**src/rtl/cpu_types_pkg.sv**
```systemverilog
// cpu_types_pkg: shared types and defaults for the memory arbiter
package cpu_types_pkg;

   typedef logic [31:0] word_t;

   typedef enum logic [1:0] {
      IDLE,
      IACC,
      DRD,
      DWR
   } arb_state_t;

   localparam int TIMEOUT_DEFAULT = 255;

endpackage

```
**src/rtl/arb_timeout_ctr.sv**
```systemverilog
// arb_timeout_ctr: loadable/clearable up-counter with terminal-count flag
module arb_timeout_ctr #(
   parameter int WIDTH = 8,
   parameter int MAX   = 254
) (
   input  logic             clk_i,
   input  logic             rst_i,
   input  logic             clr_i,
   input  logic             ld_i,
   input  logic [WIDTH-1:0] d_i,
   input  logic             en_i,
   output logic             tc_o
);

   logic [WIDTH-1:0] cnt_q, cnt_d;

   // clear wins over load, load wins over count
   always_comb begin
      cnt_d = clr_i ? '0 : ld_i ? d_i : en_i ? cnt_q + 1'b1 : cnt_q;
   end

   // count register
   always_ff @(posedge clk_i) begin
      if (rst_i) cnt_q <= '0;
      else cnt_q <= cnt_d;
   end

   assign tc_o = cnt_q == WIDTH'(MAX);

endmodule

```
**src/rtl/mem_arbiter.sv**
```systemverilog
// mem_arbiter: single-port RAM sequencer for fetch and data requesters
// Optional fetch starvation guard: define MEM_ARB_STARVE_GUARD_EN.
module mem_arbiter
   import cpu_types_pkg::*;
#(
   parameter int TIMEOUT    = TIMEOUT_DEFAULT,
   parameter int STARVE_MAX = 4
) (
   input  logic        CLK,
   input  logic        RST,
   input  logic        iREN,
   input  logic [31:0] iaddr,
   output logic        ihit,
   output logic [31:0] iload,
   input  logic        dREN,
   input  logic        dWEN,
   input  logic [31:0] daddr,
   input  logic [31:0] dstore,
   output logic        dhit,
   output logic [31:0] dload,
   output logic        ramREN,
   output logic        ramWEN,
   output logic [31:0] ramaddr,
   output logic [31:0] ramstore,
   input  logic [31:0] ramload,
   input  logic        ramready,
   output logic        memerr
);

   localparam int TW = $clog2(TIMEOUT + 1);

   arb_state_t state_q, state_d;
   word_t      addr_q, addr_d;
   word_t      store_q, store_d;
   logic       err_q, err_d;
   logic       busy;
   logic       tmo_tc;
   logic       force_fetch;

   assign busy = state_q != IDLE;

   // the timeout counter sits at zero in IDLE, so every access starts fresh
   arb_timeout_ctr #(
      .WIDTH(TW),
      .MAX  (TIMEOUT - 1)
   ) u_tmo (
      .clk_i(CLK),
      .rst_i(RST),
      .clr_i(!busy),
      .ld_i (1'b0),
      .d_i  ('0),
      .en_i (busy && !ramready),
      .tc_o (tmo_tc)
   );

   // grant decision in IDLE, completion or abort in the access states
   always_comb begin
      state_d = state_q;
      addr_d  = addr_q;
      store_d = store_q;
      err_d   = err_q;
      if (!busy) begin
         state_d = force_fetch ? IACC : dWEN ? DWR : dREN ? DRD : iREN ? IACC : IDLE;
         addr_d  = state_d == IACC ? iaddr : state_d == IDLE ? addr_q : daddr;
         store_d = state_d == DWR ? dstore : store_q;
      end else if (ramready || tmo_tc) begin
         state_d = IDLE;
         err_d   = err_q || !ramready;
      end
   end

   // state, latched address/data and sticky error
   always_ff @(posedge CLK) begin
      if (RST) begin
         state_q <= IDLE;
         addr_q  <= '0;
         store_q <= '0;
         err_q   <= 1'b0;
      end else begin
         state_q <= state_d;
         addr_q  <= addr_d;
         store_q <= store_d;
         err_q   <= err_d;
      end
   end

`ifdef MEM_ARB_STARVE_GUARD_EN
   logic [2:0] starve_q, starve_d;

   assign force_fetch = iREN && starve_q >= 3'(STARVE_MAX);

   // counts data grants that overtook a pending fetch
   always_comb begin
      starve_d = starve_q;
      if (!busy && state_d == IACC) starve_d = '0;
      else if (!busy && (state_d == DRD || state_d == DWR) && iREN) starve_d = starve_q + 3'd1;
   end

   // starvation counter register
   always_ff @(posedge CLK) begin
      if (RST) starve_q <= '0;
      else starve_q <= starve_d;
   end
`else
   localparam int unused_starve_max = STARVE_MAX;

   assign force_fetch = 1'b0;
`endif

   assign ramREN   = state_q == IACC || state_q == DRD;
   assign ramWEN   = state_q == DWR;
   assign ramaddr  = addr_q;
   assign ramstore = store_q;
   assign memerr   = err_q;
   assign ihit     = state_q == IACC && ramready;
   assign dhit     = (state_q == DRD || state_q == DWR) && ramready;
   assign iload    = ihit ? ramload : '0;
   assign dload    = state_q == DRD && ramready ? ramload : '0;

endmodule

```
**config.mk**
```make
export PLATFORM = sky130hd
export DESIGN_NAME = mem_arbiter
export DESIGN_NICKNAME = d
export VERILOG_FILES = /design/src/rtl/cpu_types_pkg.sv /design/src/rtl/arb_timeout_ctr.sv /design/src/rtl/mem_arbiter.sv
export SDC_FILE = /design/constraint.sdc
export NUM_CORES = 1
export LEC_CHECK = 0
export ABC_CLOCK_PERIOD_IN_PS = 2300
export CAP_MARGIN = 5
export CORE_AREA = 8 8 98 100
export DETAILED_ROUTE_END_ITERATION = 10
export DIE_AREA = 0 0 106 108
export DONT_BUFFER_PORTS = 1
export SLEW_MARGIN = 20
export SYNTH_ARGS = -nofsm -noshare
export SYNTH_HDL_FRONTEND = slang
export SYNTH_SLANG_ARGS = --single-unit
```
**constraint.sdc**
```tcl
create_clock -name CLK -period 2.3 [get_ports CLK]
set_input_delay 0.345 -clock CLK [delete_from_list [all_inputs] [get_ports CLK]]
set_output_delay 0.345 -clock CLK [all_outputs]
set_load 0.03 [all_outputs]
```
==> results of run 1 <==
## how the worst max path moves through the flow
stage / endpoint / startpoint / cells after the start
floorplan: u_tmo.cnt_q[5]$_SDFFE_PP0P_ / state_q[0]$_SDFFE_PP0P_ / 7
global placement: u_tmo.cnt_q[5]$_SDFFE_PP0P_ / state_q[0]$_SDFFE_PP0P_ / 5
detailed placement: u_tmo.cnt_q[5]$_SDFFE_PP0P_ / state_q[0]$_SDFFE_PP0P_ / 5
CTS: iload[14] / state_q[1]$_SDFFE_PP0P_ / 4
global route: dload[23] / state_q[0]$_SDFFE_PP0P_ / 4
finish: iload[22] / state_q[1]$_SDFFE_PP0P_ / 4
## cells in the final DEF (no fill, tap or decap)
cell,instances
dfxtp_1,75
nand2_1,67
and3_1,64
a21oi_1,39
nor2_1,38
or4b_1,32
a211oi_1,32
o21ai_0,25
o21ai_1,10
clkbuf_8,9
buf_4,8
ha_1,6
inv_1,5
o21a_1,3
o31ai_1,3
or4_1,3
o211ai_1,3
and2_1,2
nand3_1,2
or3_1,2
inv_6,2
inv_8,2
diode_2,1
nand4bb_1,1
or2_2,1
or3b_1,1
nor3_1,1
nor3b_1,1
xnor2_1,1
xor2_1,1
nor2_2,1
o31a_1,1
nand4_1,1
nor2b_1,1
clkinv_2,1
bufinv_16,1
clkinvlp_4,1
## state kept, by name, summed over array words and instances (netlist names)
name         cells
u_tmo.cnt_q      8
ramstore        32
ramaddr         32
memerr           1
state_q          2
## per-layer routing
metal / GRT usage / part of all wire
met5: 0 / 0
met1: 0.1881 / 0.36
met2: 0.3530 / 0.52
met3: 0.09399 / 0.11
met4: 0.06131 / 0.011
## final cells by class
class | instances | area share
antenna | 1 | 0.0006367
clock buffer | 9 | 0.03152
clock inverter | 7 | 0.02101
inverter | 5 | 0.004776
multi-input combinational | 342 | 0.5113
sequential | 75 | 0.3820
tap | 105 | 0.03343
timing repair buffer | 8 | 0.01528
## kinds of logic after synthesis
logic type / share of synthesized area
xor gates and xnor gates: 0.004696
adders and majority gates: 0.02012
buffers and inverters: 0.05969
AOI/OAI and AO/OA: 0.1841
and+or+nand+nor: 0.3290
DFF: 0.4024
## per-stage QoR
stage | total power [mW] | util | instance area, sq um | cells
after floorplan | 2.227 | - | 3731 | 474
after global placement | 2.299 | 0.4622 | 3721 | 535
after detailed placement | 2.312 | 0.4622 | 3721 | 535
after CTS | 3.380 | 0.4878 | 3928 | 551
after global routing | 3.503 | 0.4881 | 3930 | 552
final | 3.347 | 0.4881 | 3930 | 552
## power breakdown
part           switching, mW  internal, mW
clock                  0.552         0.522
combinational          0.352         0.166
sequential             0.333          1.42
## cells in the mapped netlist
cell type / number / area [sq um]
xnor2_1: 1 / 8.760
ha_1: 6 / 75.07
or3_1: 2 / 12.51
or4b_1: 32 / 320.3
nor3_1: 1 / 5.000
o31a_1: 1 / 8.760
clkbuf_1: 49 / 183.9
nand4_1: 1 / 6.260
o211ai_1: 3 / 22.52
or3b_1: 1 / 8.760
buf_6: 1 / 11.26
a211oi_1: 32 / 240.2
xor2_1: 1 / 8.760
dfxtp_1: 75 / 1501
nor3b_1: 1 / 7.510
nand3_1: 2 / 10.01
or2_2: 1 / 6.260
o31ai_1: 3 / 22.52
nand2_1: 67 / 251.5
clkbuf_2: 1 / 5.000
or4_1: 3 / 22.52
o21ai_0: 25 / 125.1
a21oi_1: 39 / 195.2
nor2b_1: 1 / 6.260
buf_1: 1 / 3.750
nand4bb_1: 1 / 11.26
and3_1: 64 / 400.4
and2_1: 2 / 12.51
nor2_1: 39 / 146.4
o21a_1: 3 / 22.52
inv_1: 5 / 18.77
o21ai_1: 10 / 50.05
## worst reg2reg max path, delay by kind of cell, from the launching register on
kind | cells | cell delay (ns)
compound gates | 1 | 0.14
fa+ha+maj | 1 | 0.22
buf+inv | 1 | 0.09
flops | 1 | 0.39
simple gates | 2 | 0.98
==> summary.txt, run 1 <==
Run status
  • Run status: finished, final reports clean

Placed design
  • Placement Setup Slack: 0.4223 ns
  • IO Port Bufs: 0
  • Final HPWL DP: 9310 um
  • Placer Congestion: 0.7241

Logic synthesis
  • Post-synthesis sequential area ratio: 0.4024
  • Cell area after synthesis: 3731 sq um
  • Yosys warnings: 0
  • Syn_nets: 614
  • Synthesis-stage register bit count: 75
  • Synth Instances: 474
  • Syn_area_per_cell: 7.871 sq um
  • Synth unique cells: 32

Critical path
  • CP Buf/Inv Count: 2
  • Crit Path Max Fanout: 33
  • Critical Path End Type: primary output
  • Worst R2R Setup Slack: 0.42 ns
  • WS Path Type: flip-flop to primary output
  • CP max-delay cell: and3_1
  • Startpoint types: flip-flop
  • CP delay by family, top: simple AND/OR/NAND/NOR gates
  • Critical R2R Capture: u_tmo.cnt_q[5]$_SDFFE_PP0P_
  • Reg2Reg Depth: 5
  • Critical R2R Launch: state_q[0]$_SDFFE_PP0P_
  • Arr. time, crit path: 1.63 ns
  • Crit path required time: 1.96 ns
  • Crit path cell chain: inv_1 > ha_1 > buf_4 > and3_1
  • Max incr delay on CP: 0.45 ns

Pwr
  • Worst IR Drop VDD: 0.3041 mV
  • Leak: 1.603 nW
  • Power density cells: 851.6 nW/um^2

Routing
  • Via count: 3287
  • ANT nets after route: 0
  • DR vias/cell: 5.955
  • DRT Pass-1 Iters: 4
  • Routed wire length: 12190 um
  • DRC viols: 0
  • DRT iter0 DRCs: 129
  • WL/cell: 22.08 um

Final layout
  • # nets final: 581
  • P&R area growth vs syn: 5.332%
  • Reg area: 1501 sq um
  • Share of layout cells above drive strength 1: 0.05830
  • Fill count: 814
  • Area of the multi-input gates: 2009 sq um

Worst hold path
  • Beginning of the worst hold path: RST
  • Hold Path Class: input port to flip-flop
  • Worst hold endpoint: ramaddr[0]$_SDFFE_PP0P_
  • Hold path cells: 1

Flow run
  • Max-Cap Viols: 0

Die
  • Core area: 8051 sq um
  • Die footprint: 11450 sq um
  • Die X: 106 um
  • Initial core utilization: 0.4634
  • Num rows: 33
  • Boundary Pins: 267
  • Chip height: 108 um

STA
  • Hold slack: 0.07239 ns
  • Setup TNS: 0 ns
  • Worst-Margin Slew: 0.4554 ns
  • Pins Over Slew Limit: 0
  • Final min period: 1.977 ns
  • Unrepaired setup endpoints after global routing: no
  • Fmax: 505.9 MHz
  • Setup Viol. Count Final: 0
  • Final hold viol count: 0
  • Setup ws final: 0.3234 ns
  • Max-slew headroom: 0.6964
  • Setup Skew: 0.01424 ns
  • Final Cycle Share: 0.8594

Clock network
  • Clock Sinks: 75
  • CTS buffer count: 9
  • Postcts setup bufs: 0
  • CTS tree: built
  • Clock Latency Late Sink: 0.35 ns
  • Clock-pin slew on the worst setup and hold paths: 0.08 ns
  • Resized Gates After CTS: 0
  • Clock tree root driver cell: clkbuf_8
  • Post-CTS Hold Fix Bufs: 0
  • H-tree depth: 3
  • Clock buffer depth: 2

Global routing
  • First-pass GRT wire length: 17350 um
  • Total GRT Usage: 0.1931
  • Number of global-route vias before repair: 3038
  • Grt ovf: 0
  • Initial antenna violation count: 1
  • Largest net degree at the start of global routing: 75
Power figures use the tool's default switching activity.
==> inputs of run 2 (changes only) <==
--- a/config.mk
+++ b/config.mk
@@ -7,9 +7,9 @@
 export LEC_CHECK = 0
 export ABC_CLOCK_PERIOD_IN_PS = 2300
 export CAP_MARGIN = 5
-export CORE_AREA = 8 8 98 100
+export CORE_AREA = 2 2 103 105
 export DETAILED_ROUTE_END_ITERATION = 10
-export DIE_AREA = 0 0 106 108
+export DIE_AREA = 0 0 105 107
 export DONT_BUFFER_PORTS = 1
 export SLEW_MARGIN = 20
 export SYNTH_ARGS = -nofsm -noshare
==> summary.txt, run 2 (synthesized netlist as in run 1, its figures left out) <==
Final layout
  • Finished Layout Cells: 582
  • P&R area growth vs syn: 5.768%
  • Share of layout cells above drive strength 1: 0.05169
  • Commonest non-fill, non-tap cell in the layout: dfxtp_1
  • Commonest cells after routing, fill and taps aside: 75 x dfxtp_1, 67 x nand2_1, 64 x and3_1
  • # nets final: 580
  • Fill count: 1066

Clock network
  • Resized Gates After CTS: 0
  • Clock Latency Late Sink: 0.35 ns
  • Clock buffer depth: 2
  • CTS buffer count: 9
  • Clock-pin slew on the worst setup and hold paths: 0.07 ns
  • H-tree depth: 3
  • Clock tree root driver cell: clkbuf_8
  • Clock Sinks: 75
  • Post-CTS Hold Fix Bufs: 0
  • Postcts setup bufs: 0
  • CTS tree: built

Run status
  • Run status: finished, final reports clean

Critical path
  • Crit Path Max Fanout: 33
  • Critical Path End Type: primary output
  • Arr. time, crit path: 1.61 ns
  • Startpoint types: flip-flop
  • WS Path Type: flip-flop to primary output
  • Crit path required time: 1.96 ns

Pwr
  • Power density cells: 826.3 nW/um^2
  • Sequential share of power: 0.536
  • Worst IR Drop VDD: 0.4128 mV
  • P_int: 2.092 mW
  • Combinational fraction of design power: 0.155
  • Clock share of power: 0.309
  • NetSw: 1.169 mW
  • Leak: 1.588 nW
  • Sw Share: 0.3584

Routing
  • ANT nets after route: 0
  • Via count: 3361
  • DRT iter0 DRCs: 182
  • DRT Pass-1 Iters: 4
  • DR vias/cell: 5.775
  • DRC viols: 0
  • Routed wire length: 10340 um
  • WL/cell: 17.77 um

Placed design
  • Placer Congestion: 0.7675
  • IO Port Bufs: 0
  • DP Cell Count: 565
  • Final HPWL DP: 7567 um

Die
  • Chip height: 107 um
  • Boundary Pins: 267
  • Initial core utilization: 0.3697
  • Die footprint: 11240 sq um
  • Core area: 10090 sq um
  • Die X: 105 um
  • Num rows: 37

Global routing
  • Initial antenna violation count: 1
  • Grt ovf: 0
  • Total GRT Usage: 0.1737
  • Largest net degree at the start of global routing: 75
  • Number of global-route vias before repair: 3063
  • First-pass GRT wire length: 15560 um

STA
  • Setup TNS: 0 ns
  • Setup Viol. Count Final: 0
  • Final min period: 1.952 ns
  • Max-slew headroom: 0.7076
  • Final hold viol count: 0
  • Setup Skew: 0.01176 ns
  • Pins Over Slew Limit: 0
  • Unrepaired setup endpoints after global routing: no
  • Fmax: 512.4 MHz
  • Final Cycle Share: 0.8486
  • Worst-Margin Slew: 0.4385 ns

Worst hold path
  • Hold Path Class: input port to flip-flop

Flow run
  • Max-Cap Viols: 0
run 2: layout make-up:
| cell class | instances | area, sq um | share of cell area |
|---|---|---|---|
| well taps | 136 | 170.2 | 0.04312 |
| repair buffers | 7 | 52.55 | 0.01332 |
| multi-input cells | 342 | 2009 | 0.5092 |
| flip-flops and latches | 75 | 1501 | 0.3805 |
| clock inverters | 5 | 60.06 | 0.01522 |
| inverters | 5 | 18.77 | 0.004756 |
| diodes | 1 | 2.502 | 0.0006341 |
| clock buffers | 11 | 131.4 | 0.03329 |
run 2: path summary, 6_finish.rpt:
check | end | from | cells after the start | slack [ns]
max | iload[30] | state_q[1]$_SDFFE_PP0P_ | 4 | 0.35
min | state_q[1]$_SDFFE_PP0P_ | RST | 1 | 0.08
max reg2reg | u_tmo.cnt_q[5]$_SDFFE_PP0P_ | state_q[0]$_SDFFE_PP0P_ | 5 | 0.39
min reg2reg | u_tmo.cnt_q[7]$_SDFFE_PP0P_ | u_tmo.cnt_q[7]$_SDFFE_PP0P_ | 2 | 0.49
run 2: per-stage QoR:
step | util | power [mW] | cell area (sq um) | hold WS (ns) | setup WS [ns]
2_1_floorplan | - | 2.227 | 3731 | 0.4521 | 0.3936
4_1_cts | 0.3908 | 3.317 | 3944 | 0.04601 | 0.3230
5_1_grt | 0.3910 | 3.435 | 3946 | 0.05839 | 0.1769
3_5_place_dp | 0.3718 | 2.292 | 3752 | 0.4277 | 0.3880
3_3_place_gp | 0.3718 | 2.277 | 3752 | 0.4252 | 0.4745
6_report | 0.3910 | 3.261 | 3946 | 0.07672 | 0.3483
run 2: power by group through the flow:
stage	combinational, mW	sequential [mW]	clock, mW
2_1_floorplan	0.484	1.74	0
4_1_cts	0.510	1.75	1.06
6_report	0.506	1.75	1.01
5_1_grt	0.564	1.77	1.11
3_3_place_gp	0.496	1.78	0
3_5_place_dp	0.511	1.78	0
run 2: worst max-delay path, stage by stage, from the launching register on:
cell	delay (ns)
dfxtp_1	0.35
inv_1	0.09
ha_1	0.14
buf_4	0.25
and3_1	0.43
run 2: layer usage:
metal | GRT usage | wire (um)
met2 | 0.3103 | 5200
met3 | 0.06869 | 1154
met4 | 0.06286 | 124
met5 | 0 | 0
met1 | 0.1852 | 3860
==> inputs of run 3 (changes only) <==
--- a/config.mk
+++ b/config.mk
@@ -5,7 +5,7 @@
 export SDC_FILE = /design/constraint.sdc
 export NUM_CORES = 1
 export LEC_CHECK = 0
-export ABC_CLOCK_PERIOD_IN_PS = 2300
+export ABC_CLOCK_PERIOD_IN_PS = 1700
 export CAP_MARGIN = 5
 export CORE_AREA = 2 2 103 105
 export DETAILED_ROUTE_END_ITERATION = 10
==> constraint.sdc (replaced) <==
create_clock -name CLK -period 1.7 [get_ports CLK]
set_input_delay 0.255 -clock CLK [delete_from_list [all_inputs] [get_ports CLK]]
set_output_delay 0.255 -clock CLK [all_outputs]
set_load 0.03 [all_outputs]
==> summary.txt, run 3 (synthesized netlist as in run 1, its figures left out) <==
Pwr
  • Power density cells: 956.4 nW/um^2
  • Final Total Pwr: 4.932 mW
  • Leak: 2.059 nW
  • Worst IR Drop VDD: 0.4497 mV

Run status
  • Failing checks: negative setup slack
  • Run status: finished, violations left

Clock network
  • Clock-pin slew on the worst setup and hold paths: 0.09 ns
  • H-tree depth: 3
  • Clock Sinks: 75
  • Clock tree root driver cell: clkbuf_8
  • Clock buffer depth: 2
  • Clock Latency Late Sink: 0.35 ns
  • CTS buffer count: 9
  • CTS tree: built

STA
  • Setup ws final: -0.02991 ns
  • Max-slew headroom: 0.7472
  • Worst-Margin Slew: 0.3786 ns
  • Unrepaired setup endpoints after global routing: yes
  • Final min period: 1.730 ns
  • Final Cycle Share: 1.018
  • Setup Skew: 0.008715 ns
  • Pins Over Slew Limit: 0
  • Setup TNS: -0.7199 ns
  • Fmax: 578.1 MHz
  • Hold slack: 0.02472 ns
  • Final hold viol count: 0
  • Setup Viol. Count Final: 43

Global routing
  • Largest net degree at the start of global routing: 75
  • First-pass GRT wire length: 18060 um
  • Total GRT Usage: 0.2017
  • Initial antenna violation count: 1
  • Grt ovf: 0
  • Number of global-route vias before repair: 3501

Routing
  • DR vias/cell: 5.544
  • ANT nets after route: 0
  • DRC viols: 0
  • DRT Pass-1 Iters: 4
  • Routed wire length: 12050 um
  • Via count: 3659
  • WL/cell: 18.25 um
  • DRT iter0 DRCs: 241

Critical path
  • Max incr delay on CP: 0.35 ns
  • Crit path cell chain: buf_6 > ha_4 > buf_16 > and3_4 > buf_6
  • CP dominant cell by count: buf_6
  • Crit Path Max Fanout: 11
  • Arr. time, crit path: 1.47 ns
  • Critical Path End Type: primary output
  • WS Path Type: flip-flop to primary output
  • Startpoint types: flip-flop
  • CP max-delay cell: dfxtp_2
  • Crit path required time: 1.44 ns

Placed design
  • Placement Setup Slack: 0.05117 ns
  • IO Port Bufs: 0
  • Placer Congestion: 0.7263
  • Final HPWL DP: 8340 um
  • DP Cell Count: 638
  • Dpl cell area: 4365 sq um

Final layout
  • P&R area growth vs syn: 38.20%
  • # nets final: 658
  • Final instance area: 5156 sq um
  • Commonest cells after routing, fill and taps aside: 73 x dfxtp_1, 69 x buf_6, 67 x nand2_1
  • Finished Layout Cells: 660
  • Commonest non-fill, non-tap cell in the layout: dfxtp_1
  • Share of layout cells above drive strength 1: 0.2792
  • Finished Core Util: 0.5109

Die
  • Die footprint: 11240 sq um
  • Boundary Pins: 267
  • Initial core utilization: 0.3697
  • Chip height: 107 um
  • Num rows: 37
  • Die X: 105 um
  • Core area: 10090 sq um

Flow run
  • Max-Cap Viols: 0

Worst hold path
  • Hold Path Class: input port to flip-flop
-- run 3: cell types whose count changed in the layout (fill, tap and decap cells not counted), sizes merged --
cell,change
buf,+78
bufinv,+1
clkbuf,-1
-- run 3: report_power, final --
| part | leakage (nW) | switching, mW | total [mW] | internal (mW) |
|---|---|---|---|---|
| logic | 1.33 | 0.573 | 1.03 | 0.458 |
| clock network | 0.109 | 0.702 | 1.55 | 0.845 |
| registers | 0.619 | 0.428 | 2.35 | 1.92 |
| total | 2.06 | 1.70 | 4.93 | 3.23 |
-- run 3: final cells by class --
class                   count  area (sq um)
diodes                      1         2.502
clock buffers              10         127.6
clock inverters             6         96.34
fillers                   957          4936
inverters                   5         18.77
multi-input cells         342          2237
flip-flops and latches     75          1504
well taps                 136         170.2
repair buffers             85         999.7
-- run 3: final timing paths --
| check | startpoint | cells past startpoint | endpoint | slack (ns) |
|---|---|---|---|---|
| max | state_q[0]$_SDFFE_PP0P_ | 5 | iload[29] | -0.03 |
| min | dstore[25] | 2 | ramstore[25]$_SDFFE_PP0P_ | 0.02 |
| max reg2reg | state_q[1]$_SDFFE_PP0P_ | 5 | u_tmo.cnt_q[7]$_SDFFE_PP0P_ | 0.03 |
| min reg2reg | u_tmo.cnt_q[7]$_SDFFE_PP0P_ | 2 | u_tmo.cnt_q[7]$_SDFFE_PP0P_ | 0.49 |
-- run 3: per-layer routing --
layer / up-vias / wire [um] / global-route usage
met3: 22 / 1091 / 0.06869
met4: 0 / 259 / 0.08000
met1: 1672 / 4346 / 0.2019
met5: - / 0 / 0
met2: 182 / 6348 / 0.3817
li1: 1783 / - / -
-- run 3: repair_timing --
item                       in CTS  in global routing
pin swaps                      10                  7
resized for setup              99                 15
gates cloned                    2                  0
hold endpoints to repair       67                  0
buffers inserted                2                  0
setup endpoints to repair      66                 95
hold buffers                    1                  0
-- run 3: worst max-delay path: cells and delay by family (launching register included) --
kind | cells | cell delay, ns
adders and majority gates | 1 | 0.20
buffers and inverters | 3 | 0.38
DFF | 1 | 0.35
and+or+nand+nor | 1 | 0.20
